===== config.mk =====
export PLATFORM = sky130hd
export DESIGN_NAME = mul_dispatch_flat
export DESIGN_NICKNAME = d
export VERILOG_FILES = /design/src/rtl/mul_dispatch_if.sv /design/src/rtl/mul_dispatch.sv /design/src/flat_wrapper.sv
export SDC_FILE = /design/constraint.sdc
export NUM_CORES = 1
export LEC_CHECK = 0
export ABC_AREA = 1
export ABC_CLOCK_PERIOD_IN_PS = 2670
export CELL_PAD_IN_SITES_DETAIL_PLACEMENT = 1
export CELL_PAD_IN_SITES_GLOBAL_PLACEMENT = 1
export CORE_MARGIN = 5
export CORE_UTILIZATION = 24
export CTS_CLUSTER_SIZE = 40
export DETAILED_ROUTE_END_ITERATION = 6
export PLACE_DENSITY = 0.52
export SETUP_SLACK_MARGIN = 0.05
export SLEW_MARGIN = 10
export SYNTH_ARGS = -nofsm -noshare
export SYNTH_HDL_FRONTEND = slang
export SYNTH_SLANG_ARGS = --single-unit

===== constraint.sdc =====
create_clock -name clk -period 2.67 [get_ports clk]
set_clock_uncertainty 0.15 [all_clocks]
set_input_delay 0.534 -clock clk [delete_from_list [all_inputs] [get_ports clk]]
set_output_delay 0.534 -clock clk [all_outputs]
set_load 0.01 [all_outputs]

===== src/rtl/mul_dispatch_if.sv =====
// Bundle of the operand, multiplier and product signals around mul_dispatch.
// Handshakes: a transfer happens on a rising clk edge where the source holds
// valid (in_valid / out_valid) and the sink holds ready (in_ready / out_ack).
// The source keeps its data stable while valid is high and not yet accepted.
// mul_start/mul_ready is a pulse/level pair: one start cycle, then mul_ready
// stays high with mul_p valid until the next start.
interface mul_dispatch_if #(
  parameter int DEPTH = 4
);
  logic                     in_valid;
  logic                     in_ready;
  logic [3:0]               in_a;
  logic [3:0]               in_b;
  logic                     mul_start;
  logic [3:0]               mul_a;
  logic [3:0]               mul_b;
  logic                     mul_ready;
  logic [7:0]               mul_p;
  logic                     out_valid;
  logic                     out_ack;
  logic [7:0]               out_p;
  logic [$clog2(DEPTH):0]   count;
  logic                     busy;
  logic                     err;
  logic [1:0]               dbg_state;

  // Dispatcher side
  modport slave (
    input  in_valid, in_a, in_b, mul_ready, mul_p, out_ack,
    output in_ready, mul_start, mul_a, mul_b, out_valid, out_p,
           count, busy, err, dbg_state
  );

  // Producer / multiplier / consumer side
  modport master (
    output in_valid, in_a, in_b, mul_ready, mul_p, out_ack,
    input  in_ready, mul_start, mul_a, mul_b, out_valid, out_p,
           count, busy, err, dbg_state
  );
endinterface


===== src/rtl/mul_dispatch.sv =====
// Operand dispatcher for the 4-bit signed add-shift multiplier.
// Operand pairs are queued in a small FIFO, issued one at a time with a
// single-cycle start pulse, and each 8-bit product is held in an output
// register under a valid/ack handshake. A watchdog drops operations whose
// multiplier never reports done and sets a sticky error flag.
module mul_dispatch #(
  parameter int DEPTH   = 4,
  parameter int TIMEOUT = 15
) (
  input  logic          clk,
  input  logic          reset,
  mul_dispatch_if.slave bus
);
  localparam int AW = $clog2(DEPTH);
  localparam int CW = AW + 1;
  localparam int TW = $clog2(TIMEOUT + 1);

  typedef enum logic [1:0] {
    S_IDLE  = 2'd0,
    S_ISSUE = 2'd1,
    S_WAIT  = 2'd2
  } state_t;

  state_t          r_state;
  logic [7:0]      r_mem [DEPTH];
  logic [AW-1:0]   r_wr;
  logic [AW-1:0]   r_rd;
  logic [CW-1:0]   r_count;
  logic [TW-1:0]   r_tmo;
  logic            r_mul_start;
  logic [3:0]      r_mul_a;
  logic [3:0]      r_mul_b;
  logic            r_out_valid;
  logic [7:0]      r_out_p;
  logic            r_err;

  logic            w_in_ready;
  logic            w_push;
  logic            w_pop;
  logic            w_ready_q;
  logic            w_capture;
  logic            w_timeout;

  // r_tmo is zero only in the first WAIT cycle, where a stale done level
  // left over from the previous operation must be ignored.
  assign w_in_ready = reset & (r_count != CW'(DEPTH));
  assign w_push     = bus.in_valid & w_in_ready;
  assign w_pop      = (r_state == S_IDLE) && (r_count != '0);
  assign w_ready_q  = bus.mul_ready && (r_tmo != '0);
  assign w_capture  = (r_state == S_WAIT) && w_ready_q &&
                      (!r_out_valid || bus.out_ack);
  assign w_timeout  = (r_state == S_WAIT) && !w_ready_q &&
                      (r_tmo == TW'(TIMEOUT));

  // FIFO storage: written on push, no reset needed for the data array.
  always_ff @(posedge clk) begin
    if (w_push) r_mem[r_wr] <= {bus.in_a, bus.in_b};
  end

  // FIFO pointers and occupancy; pointers wrap naturally at DEPTH.
  always_ff @(posedge clk or negedge reset) begin
    if (!reset) begin
      r_wr    <= '0;
      r_rd    <= '0;
      r_count <= '0;
    end else begin
      if (w_push) r_wr <= r_wr + 1'b1;
      if (w_pop)  r_rd <= r_rd + 1'b1;
      case ({w_push, w_pop})
        2'b10:   r_count <= r_count + 1'b1;
        2'b01:   r_count <= r_count - 1'b1;
        default: r_count <= r_count;
      endcase
    end
  end

  // Issue FSM with registered multiplier and output-side signals.
  // While a finished product is blocked by an unacknowledged output the
  // watchdog is frozen: the multiplier is done, it is the consumer that stalls.
  always_ff @(posedge clk or negedge reset) begin
    if (!reset) begin
      r_state     <= S_IDLE;
      r_tmo       <= '0;
      r_mul_start <= 1'b0;
      r_mul_a     <= '0;
      r_mul_b     <= '0;
      r_out_valid <= 1'b0;
      r_out_p     <= '0;
      r_err       <= 1'b0;
    end else begin
      r_mul_start <= 1'b0;
      if (r_out_valid && bus.out_ack) r_out_valid <= 1'b0;
      case (r_state)
        S_IDLE: begin
          if (w_pop) begin
            {r_mul_a, r_mul_b} <= r_mem[r_rd];
            r_mul_start        <= 1'b1;
            r_state            <= S_ISSUE;
          end
        end
        S_ISSUE: begin
          r_tmo   <= '0;
          r_state <= S_WAIT;
        end
        S_WAIT: begin
          if (w_capture) begin
            r_out_p     <= bus.mul_p;
            r_out_valid <= 1'b1;
            r_state     <= S_IDLE;
          end else if (w_timeout) begin
            r_err   <= 1'b1;
            r_state <= S_IDLE;
          end else if (!w_ready_q) begin
            r_tmo <= r_tmo + 1'b1;
          end
        end
        default: r_state <= S_IDLE;
      endcase
    end
  end

  assign bus.in_ready  = w_in_ready;
  assign bus.mul_start = r_mul_start;
  assign bus.mul_a     = r_mul_a;
  assign bus.mul_b     = r_mul_b;
  assign bus.out_valid = r_out_valid;
  assign bus.out_p     = r_out_p;
  assign bus.count     = r_count;
  assign bus.busy      = (r_state != S_IDLE) || (r_count != '0);
  assign bus.err       = r_err;
  assign bus.dbg_state = r_state;
endmodule

===== src/flat_wrapper.sv =====
// flat-port wrapper written by rule: the top's interface ports become plain ports
module mul_dispatch_flat 
#(
  parameter int DEPTH   = 4,
  parameter int TIMEOUT = 15
)
  (clk, reset, bus_in_valid, bus_in_a, bus_in_b, bus_mul_ready, bus_mul_p, bus_out_ack, bus_in_ready, bus_mul_start, bus_mul_a, bus_mul_b, bus_out_valid, bus_out_p, bus_count, bus_busy, bus_err, bus_dbg_state);
  mul_dispatch_if #(.DEPTH(DEPTH)) bus_i ();
  input  logic clk;
  input  logic reset;
  input wire logic [$bits(bus_i.in_valid)-1:0] bus_in_valid;
  input wire logic [$bits(bus_i.in_a)-1:0] bus_in_a;
  input wire logic [$bits(bus_i.in_b)-1:0] bus_in_b;
  input wire logic [$bits(bus_i.mul_ready)-1:0] bus_mul_ready;
  input wire logic [$bits(bus_i.mul_p)-1:0] bus_mul_p;
  input wire logic [$bits(bus_i.out_ack)-1:0] bus_out_ack;
  output wire logic [$bits(bus_i.in_ready)-1:0] bus_in_ready;
  output wire logic [$bits(bus_i.mul_start)-1:0] bus_mul_start;
  output wire logic [$bits(bus_i.mul_a)-1:0] bus_mul_a;
  output wire logic [$bits(bus_i.mul_b)-1:0] bus_mul_b;
  output wire logic [$bits(bus_i.out_valid)-1:0] bus_out_valid;
  output wire logic [$bits(bus_i.out_p)-1:0] bus_out_p;
  output wire logic [$bits(bus_i.count)-1:0] bus_count;
  output wire logic [$bits(bus_i.busy)-1:0] bus_busy;
  output wire logic [$bits(bus_i.err)-1:0] bus_err;
  output wire logic [$bits(bus_i.dbg_state)-1:0] bus_dbg_state;
  assign bus_i.in_valid = bus_in_valid;
  assign bus_i.in_a = bus_in_a;
  assign bus_i.in_b = bus_in_b;
  assign bus_i.mul_ready = bus_mul_ready;
  assign bus_i.mul_p = bus_mul_p;
  assign bus_i.out_ack = bus_out_ack;
  assign bus_in_ready = bus_i.in_ready;
  assign bus_mul_start = bus_i.mul_start;
  assign bus_mul_a = bus_i.mul_a;
  assign bus_mul_b = bus_i.mul_b;
  assign bus_out_valid = bus_i.out_valid;
  assign bus_out_p = bus_i.out_p;
  assign bus_count = bus_i.count;
  assign bus_busy = bus_i.busy;
  assign bus_err = bus_i.err;
  assign bus_dbg_state = bus_i.dbg_state;
  mul_dispatch #(.DEPTH(DEPTH), .TIMEOUT(TIMEOUT)) u_core (.clk(clk), .reset(reset), .bus(bus_i));
endmodule

==> results_tabular.tex <==
\begin{tabular}{lr}
\hline
Metric & Value \\
\hline
\multicolumn{2}{l}{\textbf{CTS}} \\
\quad CTS tree & done \\
\quad Insertion delay to the later sink of the worst-skew pair & 0.32 ns \\
\quad Cell chosen for the clock root & sky130\_fd\_sc\_hd\_\_clkbuf\_16 \\
\quad Post-cts resize count & 0 \\
\quad Number of buffers on the longest clock path & 2 \\
\quad CTS Buf Count & 9 \\
\quad Reg clk slew, reported paths & 0.06 ns \\
\quad Cts hold-fix bufs & 0 \\
\quad \# H-tree levels & 3 \\
\quad Number of sinks driven by the clock tree & 64 \\
\quad Post-CTS repair timing setup buffer count & 0 \\
\multicolumn{2}{l}{\textbf{Synthesis}} \\
\quad Number of distinct standard cells referenced by the synthesized netlist & 30 \\
\quad Sequential cell area fraction in the yosys report & 0.631 \\
\quad Most common cell in the netlist & sky130\_fd\_sc\_hd\_\_nand2\_1 \\
\quad Mapped Nets & 284 \\
\quad FFs w/ async S/R, synth & 0.500 \\
\quad Yosys warning count & 0 \\
\quad Netlist area before placement & 0.00279 mm2 \\
\quad Cell type contributing the most total cell area after synthesis & sky130\_fd\_sc\_hd\_\_edfxtp\_1 \\
\quad Avg Synthesized Cell Area & 10.9 um2 \\
\quad Register bit count reported by yosys & 64 \\
\quad Proportion of netlist area held by the largest area contributor & 0.344 \\
\quad Leading cell types by total area after synthesis & sky130\_fd\_sc\_hd\_\_edfxtp\_1 (34\%), sky130\_fd\_sc\_hd\_\_dfrtp\_1 (29\%), sky130\_fd\_sc\_hd\_\_nand2\_1 (6.5\%), sky130\_fd\_sc\_hd\_\_nor2\_1 (4.3\%), sky130\_fd\_sc\_hd\_\_o21ai\_0 (3.4\%) \\
\quad Gate Count Post-Synth & 255 \\
\quad Dominant register cell in the synthesized netlist & sky130\_fd\_sc\_hd\_\_edfxtp\_1 \\
\quad Ranking of synthesized cells by instance count & sky130\_fd\_sc\_hd\_\_nand2\_1 (48), sky130\_fd\_sc\_hd\_\_dfrtp\_1 (32), sky130\_fd\_sc\_hd\_\_edfxtp\_1 (32), sky130\_fd\_sc\_hd\_\_nor2\_1 (32), sky130\_fd\_sc\_hd\_\_inv\_1 (24) \\
\quad Number of synthesized flops with an enable pin & 32 \\
\multicolumn{2}{l}{\textbf{Detailed routing}} \\
\quad DRC violation count after routing & 0 \\
\quad Top layer used by detailed routing & met4 \\
\quad DR WL met3 & 196 um \\
\quad Length of routed met2 wiring & 3170 um \\
\quad Remaining antenna violation count & 0 \\
\quad Total length of routed wires & 6280 um \\
\quad DRC violation total after the first TritonRoute iteration & 51 \\
\quad WL/cell & 13.6 um \\
\quad Number of optimization iterations in the first detailed-route pass & 4 \\
\quad Total number of vias & 1890 \\
\quad Detailed-route wire length on metal 1 & 2850 um \\
\quad Average via count per standard cell & 4.09 \\
\multicolumn{2}{l}{\textbf{Finish}} \\
\quad Post-layout instance area & 0.00377 mm2 \\
\quad Final-stage net count & 343 \\
\quad Ratio of cells with drive above 1 in the final layout & 0.147 \\
\quad Area growth from synthesis to layout & 35.2\% \\
\quad Diode count & 0 \\
\multicolumn{2}{l}{\textbf{Worst setup path}} \\
\quad Classification of the worst setup path & in -> out \\
\quad Worst flop-to-flop path endpoint & u\_core.bus.count[2] \\
\quad Register-to-register setup slack & 0.48 ns \\
\quad Required time worst endpoint & 1.99 ns \\
\quad Worst path slowest cell & sky130\_fd\_sc\_hd\_\_clkdlybuf4s50\_1 \\
\quad FF-to-FF path depth & 9 \\
\quad Slowest cell delay on critical path & 0.59 ns \\
\quad Most common cell type on the critical path & sky130\_fd\_sc\_hd\_\_clkdlybuf4s50\_1 \\
\quad Biggest fanout along the worst timing path & 5 \\
\quad R2r startpoint & u\_core.bus.dbg\_state[0] \\
\quad WP buf/inv & 2 \\
\quad Series of cell instances along the critical path & clkdlybuf4s50\_1, and2\_1, clkdlybuf4s50\_1 \\
\quad Crit path capture type & output pin \\
\quad Category of cells accounting for the largest share of critical-path delay & buffers and inverters \\
\quad WP data arrival & 1.82 ns \\
\quad Startpoint Class & input pin \\
\multicolumn{2}{l}{\textbf{STA}} \\
\quad Unrepaired setup endpoints after global routing & no \\
\quad Fin. max-slew vios & 0 \\
\quad Worst slew pin tran & 0.401 ns \\
\quad Fmax & 399 MHz \\
\quad Minimum clock period & 2.51 ns \\
\quad Final critical-path share of the clock period & 0.940 \\
\quad Endpoints failing setup & 0 \\
\quad Final Hold Fails & 0 \\
\quad Final TNS setup & 0 ns \\
\quad Max-slew headroom & 0.733 \\
\multicolumn{2}{l}{\textbf{GRT}} \\
\quad Largest net degree at the start of global routing & 31 \\
\quad Global-route wire length before repair & 10400 um \\
\quad Vias in the first global route & 2017 \\
\quad Number of antenna violations at the first check in global routing & 0 \\
\quad Total global routing overflow & 0 \\
\quad Overall Global Routing Usage & 0.0936 \\
\multicolumn{2}{l}{\textbf{Placed design}} \\
\quad Placed standard-cell area & 0.00344 mm2 \\
\quad Routability congestion estimate from global placement & 0.712 \\
\quad Number of buffers added on ports & 46 \\
\quad HPWL after DPL & 4390 um \\
\multicolumn{2}{l}{\textbf{Pwr}} \\
\quad Power per unit of standard cell area & 1180 mW/mm2 \\
\quad Static Leakage & 0.00159 uW \\
\quad Proportion of power drawn by flip-flops and latches & 0.333 \\
\quad Sw Ratio & 0.339 \\
\quad Cell-internal power & 2940 uW \\
\quad Share of total power in the clock network & 0.297 \\
\quad Peak supply drop & 0.000572 V \\
\quad Combinational fraction of design power & 0.370 \\
\quad Switching power summed over all nets & 1510 uW \\
\multicolumn{2}{l}{\textbf{Hold path}} \\
\quad Tightest Hold Check Type & in -> async \\
\multicolumn{2}{l}{\textbf{Die}} \\
\quad Area enclosed by the die boundary & 0.0139 mm2 \\
\quad Total I/O pin count & 47 \\
\quad Die Span X & 118 um \\
\quad Core Region & 0.0114 mm2 \\
\quad Number of cell rows & 39 \\
\quad Starting density of the core & 0.244 \\
\quad Die Y & 118 um \\
\multicolumn{2}{l}{\textbf{Flow run}} \\
\quad Max-capacitance violation count & 0 \\
\multicolumn{2}{l}{\textbf{Outcome}} \\
\quad Run status & finished clean \\
\hline
\end{tabular}
==> power groups by stage <==
stage | clock, uW | combinational, uW | sequential [uW]
finish | 1320 | 1640 | 1480
global route | 1400 | 1860 | 1510
CTS | 1350 | 1700 | 1490
detailed placement | 0 | 1680 | 1500
global placement | 0 | 1650 | 1500
floorplan | 0 | 962 | 1550
==> layer usage <==
metal | vias to the layer above | track usage
met5 | - | 0
met4 | 0 | 0.0323
met3 | 6 | 0.0303
met2 | 31 | 0.158
met1 | 900 | 0.112
li1 | 953 | -
==> worst max-delay path by stage <==
stage	start	end	slack, ns	depth (start not counted)
CTS	reset	bus_in_ready	0.13	3
global placement	reset	bus_in_ready	0.14	3
detailed placement	reset	bus_in_ready	0.15	3
global route	reset	bus_in_ready	0.08	3
finish	reset	bus_in_ready	0.16	3
floorplan	u_core.bus.dbg_state[0]	u_core.bus.count[2]	0.61	9
==> sequential cells by signal, summed over array words and instances (netlist names), 2 cells and up <==
signal and count:
u_core.bus.mul_b 4, u_core.r_wr 2, u_core.r_tmo 4, u_core.r_mem 32
u_core.bus.out_p 8, u_core.bus.mul_a 4, u_core.bus.dbg_state 2, u_core.bus.count 3
u_core.r_rd 2
==> final cells by class <==
type                    instances  area, um2
well taps                     143        179
flip-flops and latches         64       1760
fillers                      1298       7640
clock buffers                  10        229
inverters                      29        109
multi-input cells             156        867
clock inverters                 6        108
repair buffers                 54        520
==> logic make-up after synthesis <==
group,count (synthesis),share of synthesized area
flops,64,0.631
buf+inv,35,0.0583
xor+xnor,4,0.0126
compound gates,39,0.0816
fa+ha+maj,8,0.0385
simple gates,105,0.178
==> through the flow <==
step | util | hold slack, ns | cells | total power, uW | worst slack, ns
2_1_floorplan | - | 0.0884 | 255 | 2510 | 0.614
3_3_place_gp | 0.301 | 0.300 | 446 | 3140 | 0.143
3_5_place_dp | 0.301 | 0.316 | 446 | 3180 | 0.148
4_1_cts | 0.330 | 0.279 | 462 | 4540 | 0.131
5_1_grt | 0.330 | 0.287 | 462 | 4780 | 0.0803
6_report | 0.330 | 0.282 | 462 | 4440 | 0.162
==> cells in the final DEF, fill, tap and decap left out, types with 4 or more instances in the layout <==
cell type and n:
sky130_fd_sc_hd__buf_4 8, sky130_fd_sc_hd__edfxtp_1 32, sky130_fd_sc_hd__inv_2 5, sky130_fd_sc_hd__o21ai_2 8, sky130_fd_sc_hd__a21oi_1 4, sky130_fd_sc_hd__nand3_1 9
sky130_fd_sc_hd__clkdlybuf4s50_1 46, sky130_fd_sc_hd__nand2_1 48, sky130_fd_sc_hd__clkbuf_16 9, sky130_fd_sc_hd__o21ai_0 19, sky130_fd_sc_hd__o21ai_1 7, sky130_fd_sc_hd__dfrtp_1 32
sky130_fd_sc_hd__nor2_1 32, sky130_fd_sc_hd__inv_1 24, sky130_fd_sc_hd__ha_1 7
No activity file was read; power rests on OpenSTA's default activity.
